File: src/rtl/regfile_ctrl_pkg.sv
// Shared constants and helpers for the register-file write-port control logic.
package regfile_ctrl_pkg;

  localparam int REG_ADDR_W    = 5;
  localparam int NUM_REGS      = 32;
  localparam int ZERO_REG      = 0;
  localparam int MAX_REQ       = 8;
  localparam int REG_BUS_MAX_W = REG_ADDR_W * MAX_REQ;

  // Pull destination-register slice idx out of a packed reg bus (padded to MAX_REQ entries).
  function automatic logic [REG_ADDR_W-1:0] reg_slice(input logic [REG_BUS_MAX_W-1:0] bus,
                                                      input int unsigned idx);
    return bus[idx*REG_ADDR_W +: REG_ADDR_W];
  endfunction

endpackage

File: src/rtl/rr_arbiter.sv
// One-hot arbiter for the register-file write port.
// Build option RR_ARB_EN: round-robin with a last-grant pointer; otherwise fixed
// priority (lowest index wins) with no state.
module rr_arbiter #(
  parameter int N = 3
) (
`ifdef RR_ARB_EN
  input  logic         clock,
  input  logic         reset,
  input  logic         accept_in,
`endif
  input  logic [N-1:0] req_in,
  output logic [N-1:0] grant_out
);

`ifdef RR_ARB_EN
  localparam int PTR_W = (N > 1) ? $clog2(N) : 1;

  logic [PTR_W-1:0] ptr_q;
  logic [PTR_W-1:0] ptr_d;
  logic [PTR_W-1:0] gnt_idx;
  logic             found;
  int               idx;

  // Search starts just past the last granted index and wraps modulo N.
  always_comb begin
    grant_out = '0;
    gnt_idx   = ptr_q;
    found     = 1'b0;
    idx       = 0;
    for (int k = 1; k <= N; k++) begin
      idx = (int'(ptr_q) + k) % N;
      if (!found && req_in[idx]) begin
        grant_out[idx] = 1'b1;
        gnt_idx        = PTR_W'(idx);
        found          = 1'b1;
      end
    end
    ptr_d = accept_in ? gnt_idx : ptr_q;
  end

  // Pointer remembers the last accepted index; reset points at N-1 so index 0 goes first.
  always_ff @(posedge clock) begin
    if (!reset) ptr_q <= PTR_W'(N - 1);
    else        ptr_q <= ptr_d;
  end
`else
  logic found;

  // Fixed priority: lowest requesting index wins.
  always_comb begin
    grant_out = '0;
    found     = 1'b0;
    for (int k = 0; k < N; k++) begin
      if (!found && req_in[k]) begin
        grant_out[k] = 1'b1;
        found        = 1'b1;
      end
    end
  end
`endif

endmodule

File: src/rtl/regfile_write_arbiter.sv
// Register-file write-port arbiter with a 32-entry busy scoreboard for decode stalls.
// Build option RR_ARB_EN selects round-robin arbitration (default: fixed priority).
module regfile_write_arbiter
  import regfile_ctrl_pkg::*;
#(
  parameter int W = 32,
  parameter int N = 3
) (
  input  logic                    clock,
  input  logic                    reset,
  input  logic [N-1:0]            req_valid_in,
  input  logic [REG_ADDR_W*N-1:0] req_reg_in,
  input  logic [W*N-1:0]          req_data_in,
  output logic [N-1:0]            req_ready_out,
  output logic                    write_en_out,
  output logic [REG_ADDR_W-1:0]   write_reg_out,
  output logic [W-1:0]            write_data_out,
  input  logic                    claim_en_in,
  input  logic [REG_ADDR_W-1:0]   claim_reg_in,
  input  logic [REG_ADDR_W-1:0]   chk_reg1_in,
  input  logic [REG_ADDR_W-1:0]   chk_reg2_in,
  output logic                    stall_out
);

  logic [N-1:0]             grant;
  logic                     accept;
  logic [REG_BUS_MAX_W-1:0] reg_bus_pad;
  logic [REG_ADDR_W-1:0]    sel_reg;
  logic [W-1:0]             sel_data;

  logic                     we_q;
  logic [REG_ADDR_W-1:0]    reg_q;
  logic [W-1:0]             data_q;
  logic [NUM_REGS-1:0]      busy_q;
  logic [NUM_REGS-1:0]      busy_d;

  rr_arbiter #(.N(N)) u_arb (
`ifdef RR_ARB_EN
    .clock     (clock),
    .reset     (reset),
    .accept_in (accept),
`endif
    .req_in    (req_valid_in),
    .grant_out (grant)
  );

  // Grants are suppressed while reset is held so nothing is accepted during reset.
  assign req_ready_out = reset ? grant : '0;
  assign accept        = |req_ready_out;
  assign reg_bus_pad   = REG_BUS_MAX_W'(req_reg_in);

  // Mux the granted requester's destination and data.
  always_comb begin
    sel_reg  = '0;
    sel_data = '0;
    for (int i = 0; i < N; i++) begin
      if (req_ready_out[i]) begin
        sel_reg  = reg_slice(reg_bus_pad, i);
        sel_data = req_data_in[i*W +: W];
      end
    end
  end

  // Write-port register: one cycle from accept to the register-file write; r0 writes are swallowed.
  always_ff @(posedge clock) begin
    if (!reset) begin
      we_q   <= 1'b0;
      reg_q  <= '0;
      data_q <= '0;
    end else begin
      we_q <= accept && (sel_reg != REG_ADDR_W'(ZERO_REG));
      if (accept) begin
        reg_q  <= sel_reg;
        data_q <= sel_data;
      end
    end
  end

  // Scoreboard next state: writeback clears, claim sets afterwards so claim wins; r0 never busy.
  always_comb begin
    busy_d = busy_q;
    if (we_q)        busy_d[reg_q]        = 1'b0;
    if (claim_en_in) busy_d[claim_reg_in] = 1'b1;
    busy_d[ZERO_REG] = 1'b0;
  end

  // Scoreboard register.
  always_ff @(posedge clock) begin
    if (!reset) busy_q <= '0;
    else        busy_q <= busy_d;
  end

  assign write_en_out   = we_q;
  assign write_reg_out  = reg_q;
  assign write_data_out = data_q;
  assign stall_out      = busy_q[chk_reg1_in] | busy_q[chk_reg2_in];

endmodule

File: config.mk
export PLATFORM = sky130hd
export DESIGN_NAME = regfile_write_arbiter
export DESIGN_NICKNAME = d
export VERILOG_FILES = /design/src/rtl/regfile_ctrl_pkg.sv /design/src/rtl/rr_arbiter.sv /design/src/rtl/regfile_write_arbiter.sv
export SDC_FILE = /design/constraint.sdc
export NUM_CORES = 1
export LEC_CHECK = 0
export CORE_ASPECT_RATIO = 2
export CORE_UTILIZATION = 40
export DETAILED_ROUTE_END_ITERATION = 16
export MAX_ROUTING_LAYER = met4
export PLACE_DENSITY = 0.85
export SLEW_MARGIN = 25
export SYNTH_ARGS = -nofsm -noshare
export SYNTH_HDL_FRONTEND = slang
export SYNTH_SLANG_ARGS = --single-unit
File: constraint.sdc
create_clock -name clock -period 2.09 [get_ports clock]
set_clock_uncertainty 0.2 [all_clocks]
set_input_delay 0.3135 -clock clock [delete_from_list [all_inputs] [get_ports clock]]
set_output_delay 0.3135 -clock clock [all_outputs]
set_load 0.01 [all_outputs]
==> results.md <==
* Post-CTS Hold Fix Bufs at 0
* Root buffer cell: clkbuf_16
* Later-pin clock latency in the skew report at 340 ps
* Slew Limit Fails at 0
* Hold Fails Final Rpt at 0
* Setup crit end kind: output pin
* Total GRT Usage at 32.5%
* Startpoint Class: flip-flop
* First-pass GRT wire length at 20.7 mm
* Number of global-route vias before repair at ~4,100
* Num rows at 47
* Hold WC Path Type: flip-flop to flip-flop
* Hold Path End: write_data_out[23]
* Number of cells on the worst reg-to-reg path at 3
* Power consumption at 3.81 mW
* Syn Inst Count at 382
* Cell variety after synth at 31
* Worst-path clk slew at roughly 60 ps
* Net count, final at approximately 700
* VDD IR max at 0.000456 V
* Clk sinks at 69
* Yosys Warn Count at 0
* TritonCTS clock tree: yes
* Vias per Instance at ~6
* Critical Path RT at 1580 ps
* Crit path buf inv count at 1
* Final period util at 112%
* WL per Instance at 19.8 um
* Crit path cell chain: mux4_2 > mux2_4 > a31oi_1 > o211ai_1 > buf_2
* Max-cap violations at 0
* Chip height at 133 um
* Area of the die at 8960 um^2
* Non-filler cells, final at 685
* DPL Wire Length at around 10 mm
* Setup_tns at -242 ps
* DR DRC count at 0
* Global placement routability congestion at 0.987
* Fmax at 429 MHz
* Hold path cells at 2
* # H-tree levels at 3
* Dpl cells at 667
* WS Path Type: flip-flop to output pin
* Delay-heaviest family, CP: multiplexers
* Util after Layout at a little over two thirds
* Crit-path slowest cell: mux4_2
* Worst R2R Setup Slack at 400 ps
* Post-synthesis register bit count at 69
* Outcome: complete, but fails checks
* Initial antenna violation count at 0
* CTS Buf Count at 9
* Netlist Area Pre-Place at about 3400 um^2
* Grt ovf at 0
* Count of input and output buffers at 173
* Die X at 67.4 um
* Top Ports at approximately 170
* Worst r2r dst: busy_q[19]
* Starting density of the core at 41.3%
* Post-Route WL at 13.5 mm
* Fin crit period at 2330 ps
* Dpl cell area at 5490 um^2
* FF-to-FF Start: write_reg_out[4]
* Initial DRC count at 462
* HP Start: write_data_out[23]
* Pre-CTS setup slack at -990 ps
* Clock Path Buffers at 2
* Mapped Nets at just over 500
* Share of layout cells above drive strength 1 at 15.5%
* Core Box Area at between 8000 and 9000 um^2
* Drt pass-1 iters at 8
* Largest net degree at the start of global routing at 33
* N_diodes at 0
* Relative slew slack at 69.4%
* RSZ-0062 raised after global routing: true
* Pwr/cell area at 654 nW/um^2
* Avg Cell Area, Syn at around 9 um^2
* Design area at 5830 um^2
* Slowest stage delay, CP at 480 ps
* Critical Path Fanout Max at 3
* Setup WS post-layout at -242 ps
* Post-synthesis sequential area ratio at 40.3%
* Vias at 4,095
* Synthesis-to-finish area growth at 70.3%
* Crit path DAT at roughly 1800 ps
* Failing checks: negative setup slack
* Tightest Pin Transition at ~460 ps
* Hold Slack at 272 ps
* Leak at 2.32 nW
* Setup violations, final at 1
* Filler cells at 599
* Post-route ant nets at 0
layer usage:
| metal | vias to the layer above | share of wire (%) | global-route usage [%] |
|---|---|---|---|
| li1 | 1834 | - | - |
| met1 | 1939 | 33 | 32.1 |
| met2 | 272 | 54 | 54.2 |
| met3 | 50 | 9.7 | 11.2 |
| met4 | 0 | 3.8 | 16.0 |
| met5 | - | 0 | - |
layout make-up:
type / count / area [um^2] / area share [%]
Tap cell: 98 / 123 / 2.10
Sequential cell: 69 / 1390 / 23.9
Multi-Input combinational cell: 283 / 1920 / 32.9
Clock buffer: 11 / 243 / 4.16
Timing Repair Buffer: 218 / 2080 / 35.6
Inverter: 2 / 7.51 / 0.129
Clock inverter: 4 / 72.6 / 1.24
Yosys cell counts, drive strengths merged:
library cell / instances / area, um^2
nand2b: 1 / 6.26
buf: 9 / 48.8
a222oi: 37 / 370
or3b: 2 / 17.5
o211ai: 5 / 37.5
nor3: 1 / 5.00
nand3b: 6 / 45.0
nor3b: 5 / 37.5
a31oi: 1 / 6.26
mux2: 3 / 33.8
o31a: 1 / 8.76
dfxtp: 69 / 1380
nand3: 4 / 20.0
and3: 3 / 18.8
and3b: 4 / 35.0
a21oi: 5 / 25.0
o21ai: 31 / 155
clkbuf: 19 / 71.3
mux4: 13 / 308
a21boi: 31 / 233
nand2: 114 / 428
mux2i: 5 / 50.1
and2: 1 / 6.26
nor4b: 1 / 23.8
inv: 2 / 7.51
or3: 1 / 6.26
nor2: 7 / 26.3
and4bb: 1 / 12.5
tightest hold or removal path, stage by stage (launching register included):
cell and delay, ps:
dfxtp_1 330, a222oi_1 60, nand2_1 60
power by group:
part / total (mW) / internal [mW] / switching (mW)
Clock: 1.63 / 1.07 / 0.565
Combinational: 0.739 / 0.454 / 0.285
Sequential: 1.44 / 1.39 / 0.0557
Total: 3.81 / 2.91 / 0.906
layout by cell type, fill, tap and decap left out, drive strengths merged:
cell type and n:
a21boi 31, a21oi 5, a222oi 37, a31oi 1
and2 1, and3 3, and3b 4, and4bb 1
buf 46, bufinv 2, clkbuf 12, clkdlybuf4s15 1
clkdlybuf4s50 161, clkinv 1, clkinvlp 1, dfxtp 69
dlygate4sd2 7, dlymetal6s2s 2, inv 2, mux2 3
mux2i 5, mux4 13, nand2 114, nand2b 1
nand3 4, nand3b 6, nor2 7, nor3 1
nor3b 5, nor4b 1, o211ai 5, o21ai 31
o31a 1, or3 1, or3b 2
kinds of logic (layout without fill, tap and decap cells):
family / after synthesis / after routing / share of synthesized area, %
multiplexers: 21 / 21 / 11.4
flip-flops: 69 / 69 / 40.3
buffers and inverters: 30 / 235 / 3.73
AO/OA/AOI/OAI: 111 / 111 / 24.4
AND/OR/NAND/NOR: 151 / 151 / 20.1
sequential cells by signal, summed over array words and instances, names as in the netlist:
name            flops
write_data_out     32
write_en_out        1
busy_q             31
write_reg_out       5
what timing repair did:
| item | in CTS | in global routing |
|---|---|---|
| endpoints found under the hold margin | 0 | 0 |
| buffers inserted | 2 | 1 |
| gates resized for setup | 28 | 8 |
| endpoints found under the setup margin | 4 | 2 |
| pin swaps | 3 | 4 |
| cloned | 0 | 0 |
how the worst max path moves through the flow:
stage,depth (start not counted),start,end
2_1_floorplan,6,chk_reg2_in[1],stall_out
3_3_place_gp,7,chk_reg2_in[0],stall_out
3_5_place_dp,7,chk_reg2_in[0],stall_out
4_1_cts,5,busy_q[23],stall_out
5_1_grt,5,busy_q[16],stall_out
6_report,5,busy_q[23],stall_out
Note: power is estimated with default switching activity, not from simulation.
